[config.mk]
export PLATFORM = sky130hd
export DESIGN_NAME = matmul_sequencer
export DESIGN_NICKNAME = d
export VERILOG_FILES = /design/src/rtl/matmul_sequencer.sv
export SDC_FILE = /design/constraint.sdc
export NUM_CORES = 1
export LEC_CHECK = 0
export ABC_CLOCK_PERIOD_IN_PS = 1380
export BUFFER_PORTS_ARGS = -buffer_cell sky130_fd_sc_hd__buf_2
export CAP_MARGIN = 40
export CORE_MARGIN = 8
export CORE_UTILIZATION = 30
export CTS_CLUSTER_SIZE = 30
export DETAILED_ROUTE_END_ITERATION = 8
export PLACE_DENSITY = 0.81
export SKIP_CTS_REPAIR_TIMING = 1
export SYNTH_ARGS = -nofsm -noshare
export SYNTH_HDL_FRONTEND = slang
export SYNTH_SLANG_ARGS = --single-unit
[constraint.sdc]
create_clock -name clk -period 1.38 [get_ports clk]
set_input_delay 0.138 -clock clk [delete_from_list [all_inputs] [get_ports clk]]
set_output_delay 0.138 -clock clk [all_outputs]
set_load 0.02 [all_outputs]
[src/rtl/matmul_sequencer.sv]
// Start/busy/done sequencer for an 8x8 signed matrix multiply on an eight-lane MAC array.
// Build option: define MATMUL_SEQ_TRANSPOSE_EN to store C transposed (c_addr = j*8+i).
module matmul_sequencer #(
    parameter int DIM    = 8,
    parameter int ADDR_W = 6,
    parameter int DATA_W = 19
) (
    input  logic                  clk,
    input  logic                  rst,
    input  logic                  start,
    output logic                  busy,
    output logic                  done,
    output logic [ADDR_W-1:0]     a_addr,
    output logic [2:0]            b_row,
    output logic                  mac_en,
    output logic                  mac_first,
    input  logic [8*DATA_W-1:0]   mac_acc,
    output logic                  c_valid,
    input  logic                  c_ready,
    output logic [ADDR_W-1:0]     c_addr,
    output logic [DATA_W-1:0]     c_data
);

    typedef enum logic [2:0] {
        S_IDLE,
        S_FETCH,
        S_WAIT,
        S_DRAIN,
        S_NEXT
    } state_t;

    localparam logic [2:0] LAST = 3'(DIM - 1);

    state_t      state_q;
    logic [2:0]  i_q;
    logic [2:0]  j_q;
    logic [2:0]  k_q;
    logic        busy_q;
    logic        done_q;
    logic        mac_en_q;
    logic        mac_first_q;
    logic        c_valid_q;

    logic [DATA_W-1:0] lane [DIM];

    for (genvar gi = 0; gi < DIM; gi++) begin : g_lane
        assign lane[gi] = mac_acc[gi*DATA_W +: DATA_W];
    end

    always_ff @(posedge clk or posedge rst) begin
        if (rst) begin
            state_q     <= S_IDLE;
            i_q         <= '0;
            j_q         <= '0;
            k_q         <= '0;
            busy_q      <= 1'b0;
            done_q      <= 1'b0;
            mac_en_q    <= 1'b0;
            mac_first_q <= 1'b0;
            c_valid_q   <= 1'b0;
        end else begin
            done_q      <= 1'b0;
            // Operand memories answer one cycle after the address, so the lane strobes trail FETCH.
            mac_en_q    <= (state_q == S_FETCH);
            mac_first_q <= (state_q == S_FETCH) && (k_q == 3'd0);
            case (state_q)
                S_IDLE: begin
                    if (start) begin
                        state_q <= S_FETCH;
                        busy_q  <= 1'b1;
                        i_q     <= '0;
                        j_q     <= '0;
                        k_q     <= '0;
                    end
                end
                S_FETCH: begin
                    k_q <= k_q + 3'd1;
                    if (k_q == LAST) begin
                        state_q <= S_WAIT;
                    end
                end
                S_WAIT: begin
                    state_q   <= S_DRAIN;
                    j_q       <= '0;
                    c_valid_q <= 1'b1;
                end
                S_DRAIN: begin
                    if (c_ready) begin
                        j_q <= j_q + 3'd1;
                        if (j_q == LAST) begin
                            state_q   <= S_NEXT;
                            c_valid_q <= 1'b0;
                            if (i_q == LAST) begin
                                done_q <= 1'b1;
                                busy_q <= 1'b0;
                            end
                        end
                    end
                end
                S_NEXT: begin
                    if (i_q == LAST) begin
                        state_q <= S_IDLE;
                        i_q     <= '0;
                    end else begin
                        state_q <= S_FETCH;
                        i_q     <= i_q + 3'd1;
                        k_q     <= '0;
                    end
                end
                default: state_q <= S_IDLE;
            endcase
        end
    end

    assign busy      = busy_q;
    assign done      = done_q;
    assign mac_en    = mac_en_q;
    assign mac_first = mac_first_q;
    assign c_valid   = c_valid_q;
    assign a_addr    = {i_q, k_q};
    assign b_row     = k_q;
`ifdef MATMUL_SEQ_TRANSPOSE_EN
    assign c_addr    = {j_q, i_q};
`else
    assign c_addr    = {i_q, j_q};
`endif
    // Lanes hold while draining, so the selected lane is stable for the whole transfer.
    assign c_data    = c_valid_q ? lane[j_q] : '0;

endmodule
==> out/metrics.cfg, run 1 <==
[finish]
nFillCells=631
area_growth_pct=66.5
final_layout_size_suffix_gt1_share_pct=73.4
final_cells=456
nets=541
final_cell_mix=193 x buf_2, 38 x mux4_2, 27 x nor2_1
multi_input_area_um2=1560
final_common_cell=buf_2
antenna_cells=0
regArea_um2=430

[power]
p_total_w=0.00561
comb_power_share_pct=79.8
ir_worst_vdd_uv=931
power.share.clock_pct=6.7
power.density_nw_per_um2=1630
switching_power_w=0.00254
leakagePower_nw=1.76
seq_power_share_pct=13.4
switching_share_pct=45.2
p_int_w=0.00307

[setup_path]
worstSetupPathType=flip-flop to output port
slowest_stage=mux4_2
cp_max_fo=6
r2r_cells=7
worstSetupStartpointType=flip-flop
cp_top_family=multiplexers
crit_buf_inv=3
cp.depth=6
cp.arrival_ns=1.80
required_ns=1.24
cp_slowest_stage_delay_ns=0.49
crit_path_cell_trace=buf_12, buf_4, mux4_2, mux2i_1, nor2_1, buf_2
endpoint_kind=output port

[sta]
setup_tns_ns=-11.26
hold_ws_ns=0.184
slew_headroom_pct=74.0
fmax_ghz=0.515
skew_ns=0.00450
hold_viol_final=0
post-route-min-period_ns=1.94
worst_pin_slew_ns=0.390
post-route-period-util_pct=141
finalSetupViolations=26
rsz0062_at_grt=true
setup_slack_ns=-0.563
drv_slew=0

[grt]
grt-ovfl-total=0
grt_pass1_wl_um=13000
grt_pass1_vias=2489
grt_antenna_before_repair=0
grt_use_total_pct=16.4
grt_start_max_net_pins=35

[clocking]
h-tree-depth=1
clkLatencyLatePin_ns=0.25
cts_made_buffers=3
cts.sinks=17
cts_tree=built
cts-root-buf=clkbuf_8
cts_buffer_depth=2
clkTransAtPathRegs_ns=0.07

[floorplanning]
initial_core_util_pct=30.7
die_area_um2=9800
num_rows=30
die_h_um=99.0
ios=195
coreArea_um2=6720
die_w_um=99.0

[drt]
ant_nets=0
wire_per_inst_um=19.8
initialDrtViolationCount=50
drc=0
routed-via-count=2364
drt_first_pass_iters=4
vias_per_cell=5.18
routed_wl_um=9030

[logic_synthesis]
synth.yosys.seq_area_share_pct=20.6
yosys_warnings=0
synth-seq-cells=17
synth_fp_nets=336
syn_area_per_cell_um2=12.0
synth_area_um2=2070
synth.distinct_cells=27
syn_inst=172

[placement]
dp.cells=445
gp_congestion=0.896
dp_hpwl_um=7650
port_buffers=194

[worst_hold_path]
hold_class=input pin to flip-flop
worstHoldPathCells=3

[flow_run]
max_cap_viol_count=0

[run_status]
outcome=complete, but fails checks
violations=negative setup slack

## final timing paths
check | startpoint | end | slack, ns
setup reg to reg | j_q[1]$_DFFE_PP0P_ | state_q[0]$_DFFE_PP0P_ | -0.29
min in group asynchronous | rst | mac_first$_DFF_PP0_ | 0.44
hold reg to reg | busy$_DFFE_PP0P_ | busy$_DFFE_PP0P_ | 0.52
max in group asynchronous | rst | i_q[1]$_DFFE_PP0P_ | 0.72
hold / removal | c_ready | state_q[2]$_DFFE_PP0P_ | 0.18
setup / recovery | j_q[1]$_DFFE_PP0P_ | c_data[3] | -0.56
## metal layers
metal  wire (um)  vias to the layer above  share of wire [%]  global-route usage (%)
met5           0                        -                  0                       0
met4          46                        0               0.51                    2.72
met3         712                        6                7.9                    3.74
met2        5020                      121                 56                    31.9
met1        3250                     1154                 36                    17.5
li1            -                     1083                  -                       -
## layout make-up
type / instances / share of cell area (%)
Clock buffer: 4 / 1.31
Inverter: 7 / 0.764
Multi-Input combinational cell: 128 / 45.5
Sequential cell: 17 / 12.5
Tap cell: 80 / 2.91
Timing Repair Buffer: 220 / 37.0
## sequential cells by signal, summed over array words and instances, names as in the netlist
signal     cells
j_q            3
c_valid        1
busy           1
b_row          3
mac_en         1
state_q        3
i_q            3
done           1
mac_first      1
## worst min-delay path, delay by kind of cell
kind | cells | cell delay, ns
AND/OR/NAND/NOR | 2 | 0.13
buffers and inverters | 1 | 0.13
## cell usage after synthesis
cell type | n | area [um2]
a21oi_1 | 1 | 5.00
a22o_1 | 2 | 17.5
a2bb2oi_1 | 1 | 8.76
a31oi_1 | 2 | 12.5
a32o_1 | 3 | 30.0
and2_1 | 1 | 6.26
and3_1 | 4 | 25.0
buf_1 | 1 | 3.75
buf_2 | 2 | 10.0
buf_4 | 8 | 60.1
buf_6 | 2 | 22.5
clkbuf_1 | 7 | 26.3
dfrtp_1 | 17 | 425
ha_1 | 8 | 100
inv_1 | 7 | 26.3
mux2_2 | 3 | 33.8
mux2i_1 | 19 | 190
mux4_2 | 38 | 856
nand2_1 | 3 | 11.3
nand2b_1 | 4 | 25.0
nand3_1 | 1 | 5.00
nor2_1 | 27 | 101
nor3_1 | 1 | 5.00
nor3b_1 | 1 | 7.51
o21ai_0 | 6 | 30.0
o22ai_1 | 2 | 12.5
o311ai_0 | 1 | 8.76
## cells by family (layout without fill, tap and decap cells)
logic type,count (synthesis),after routing,share of synthesized area (%)
buffers and inverters,27,231,7.21
muxes,60,60,52.3
AOI/OAI and AO/OA,18,18,6.06
and+or+nand+nor,42,42,9.02
DFF,17,17,20.6
adders and majority gates,8,8,4.85
## per-stage QoR
stage               util [%]  instance area, um2  setup slack [ns]
global placement        48.2                3240            -0.233
floorplan                  -                2110            -0.268
finish                  51.2                3440            -0.563
global route            51.2                3440            -0.627
CTS                     48.8                3280            -0.561
detailed placement      48.2                3240            -0.278
## power groups by stage
stage          Combinational (W)  Clock [W]  Sequential (W)
2_1_floorplan            0.00281          0        0.000908
3_3_place_gp             0.00407          0        0.000761
3_5_place_dp             0.00417          0        0.000767
4_1_cts                  0.00418   0.000394        0.000763
5_1_grt                  0.00481   0.000413        0.000770
6_report                 0.00448   0.000379        0.000754
(Power assumes the default switching activity.)
==> inputs of run 2 (changes only) <==
--- a/config.mk
+++ b/config.mk
@@ -8,9 +8,9 @@
 export ABC_CLOCK_PERIOD_IN_PS = 1380
 export BUFFER_PORTS_ARGS = -buffer_cell sky130_fd_sc_hd__buf_2
 export CAP_MARGIN = 40
-export CORE_MARGIN = 8
+export CORE_MARGIN = 4
 export CORE_UTILIZATION = 30
-export CTS_CLUSTER_SIZE = 30
+export CTS_CLUSTER_SIZE = 20
 export DETAILED_ROUTE_END_ITERATION = 8
 export PLACE_DENSITY = 0.81
 export SKIP_CTS_REPAIR_TIMING = 1
==> run 2 against run 1 <==
Via count is essentially flat. Wire length shrank 8.4%. Power is essentially flat. Non-clock buffer count shrank 1. Sequential share of layout area shrank 0.17 points. First-iteration DRC count grew 110%. Combinational power is essentially flat. Critical path type unchanged. Setup slack lost 0.015 ns. Cell count shrank 0.66%. Die area shrank 16%. Fmax shrank 0.76%. The flow still finishes with violations (negative setup slack).
==> out/metrics.cfg, run 2 (synthesis results as in run 1) <==
[finish]
final_cells=453
stdcell_area_um2=3480
final_cell_mix=189 x buf_2, 38 x mux4_2, 25 x nor2_1
final_layout_size_suffix_gt1_share_pct=73.9
area_growth_pct=68.3
final_common_cell=buf_2
nets=540
nFillCells=580

[clocking]
clkTransAtPathRegs_ns=0.07
cts_buffer_depth=2
h-tree-depth=1
cts.sinks=17
clkLatencyLatePin_ns=0.25
cts_made_buffers=3
cts-root-buf=clkbuf_8
cts_tree=built

[grt]
grt_antenna_before_repair=1
grt_start_max_net_pins=23
grt_use_total_pct=17.9
grt_pass1_vias=2424
grt_pass1_wl_um=12100
grt-ovfl-total=0

[floorplanning]
die_w_um=91.0
initial_core_util_pct=31.6
die_area_um2=8280
ios=195
die_h_um=91.0
coreArea_um2=6530
num_rows=29

[sta]
rsz0062_at_grt=true
finalSetupViolations=27
drv_slew=0
slew_headroom_pct=73.3
post-route-min-period_ns=1.96
skew_ns=0.00251
fmax_ghz=0.511
post-route-period-util_pct=142
setup_slack_ns=-0.577
hold_ws_ns=0.199
hold_viol_final=0
worst_pin_slew_ns=0.400

[drt]
vias_per_cell=5.22
wire_per_inst_um=18.3
drt_first_pass_iters=5
ant_nets=0
drc=0
initialDrtViolationCount=103
routed_wl_um=8270
routed-via-count=2365

[setup_path]
cp_top_family=multiplexers
worstSetupStartpointType=flip-flop
crit_path_frequent_cell=buf_12
cp.arrival_ns=1.82
endpoint_kind=output port
crit_buf_inv=3
cp_max_fo=5
r2r-end=j_q[2]$_DFFE_PP0P_
reg2reg_from=j_q[1]$_DFFE_PP0P_
worstSetupPathType=flip-flop to output port
crit_path_cell_trace=buf_12, buf_12, mux4_2, mux2i_1, nor2_1, buf_2
required_ns=1.24
r2r_cells=6
cp.depth=6
slowest_stage=mux4_2
r2r_setup_slack_ns=-0.19
cp_slowest_stage_delay_ns=0.51

[placement]
port_buffers=194
dp.cells=441
place_ws_ns=-0.323
gp_congestion=0.913
postPlaceCellArea_um2=3240
dp_hpwl_um=6780

[power]
leakagePower_nw=1.75
power.density_nw_per_um2=1620
ir_worst_vdd_uv=866

[worst_hold_path]
hold-path-endpoint=state_q[2]$_DFFE_PP0P_
min_from=c_ready
worstHoldPathCells=3
hold_class=input pin to flip-flop

[flow_run]
max_cap_viol_count=0

[run_status]
outcome=complete, but fails checks
violations=negative setup slack

-- run 2: final cells by class --
type	count	area [um2]	area share [%]
Sequential cell	17	429	12.3
Clock inverter	1	5.00	0.144
Clock buffer	3	41.3	1.19
Inverter	7	26.3	0.756
Timing Repair Buffer	219	1280	36.8
Tap cell	77	96.3	2.77
Multi-Input combinational cell	128	1600	45.9
Antenna cell	1	2.50	0.0720
-- run 2: power by group --
part / switching [W] / internal, W / total [W]
clock network: 0.000170 / 0.000200 / 0.000370
registers: 0.000154 / 0.000637 / 0.000791
logic: 0.00219 / 0.00226 / 0.00446
-- run 2: through the flow --
| step | util (%) | TNS (ns) | total power, W |
|---|---|---|---|
| after floorplan | - | -4.58 | 0.00372 |
| after global placement | 49.5 | -4.45 | 0.00478 |
| after detailed placement | 49.5 | -5.14 | 0.00488 |
| final | 53.2 | -10.78 | 0.00562 |
| after global routing | 53.2 | -12.68 | 0.00602 |
| after CTS | 50.2 | -10.67 | 0.00526 |
-- run 2: worst max path at each step --
stage                       start         end  slack (ns)
2_1_floorplan  j_q[2]$_DFFE_PP0P_  c_data[10]       -0.27
3_3_place_gp   j_q[1]$_DFFE_PP0P_   c_data[7]       -0.25
3_5_place_dp   j_q[1]$_DFFE_PP0P_   c_data[7]       -0.32
4_1_cts        j_q[1]$_DFFE_PP0P_   c_data[7]       -0.60
5_1_grt        j_q[1]$_DFFE_PP0P_   c_data[7]       -0.64
6_report       j_q[1]$_DFFE_PP0P_   c_data[7]       -0.58
-- run 2: layer usage --
| layer | up-vias | GRT usage [%] | wire length (um) |
|---|---|---|---|
| met5 | - | 0 | 0 |
| met4 | 0 | 4.52 | 140 |
| met3 | 10 | 3.14 | 641 |
| met2 | 134 | 33.9 | 4530 |
| met1 | 1131 | 20.6 | 2960 |
| li1 | 1090 | - | - |
-- run 2: tightest hold or removal path: stages --
cell,delay (ns)
buf_2,0.14
nand3_4,0.09
nor2_2,0.04
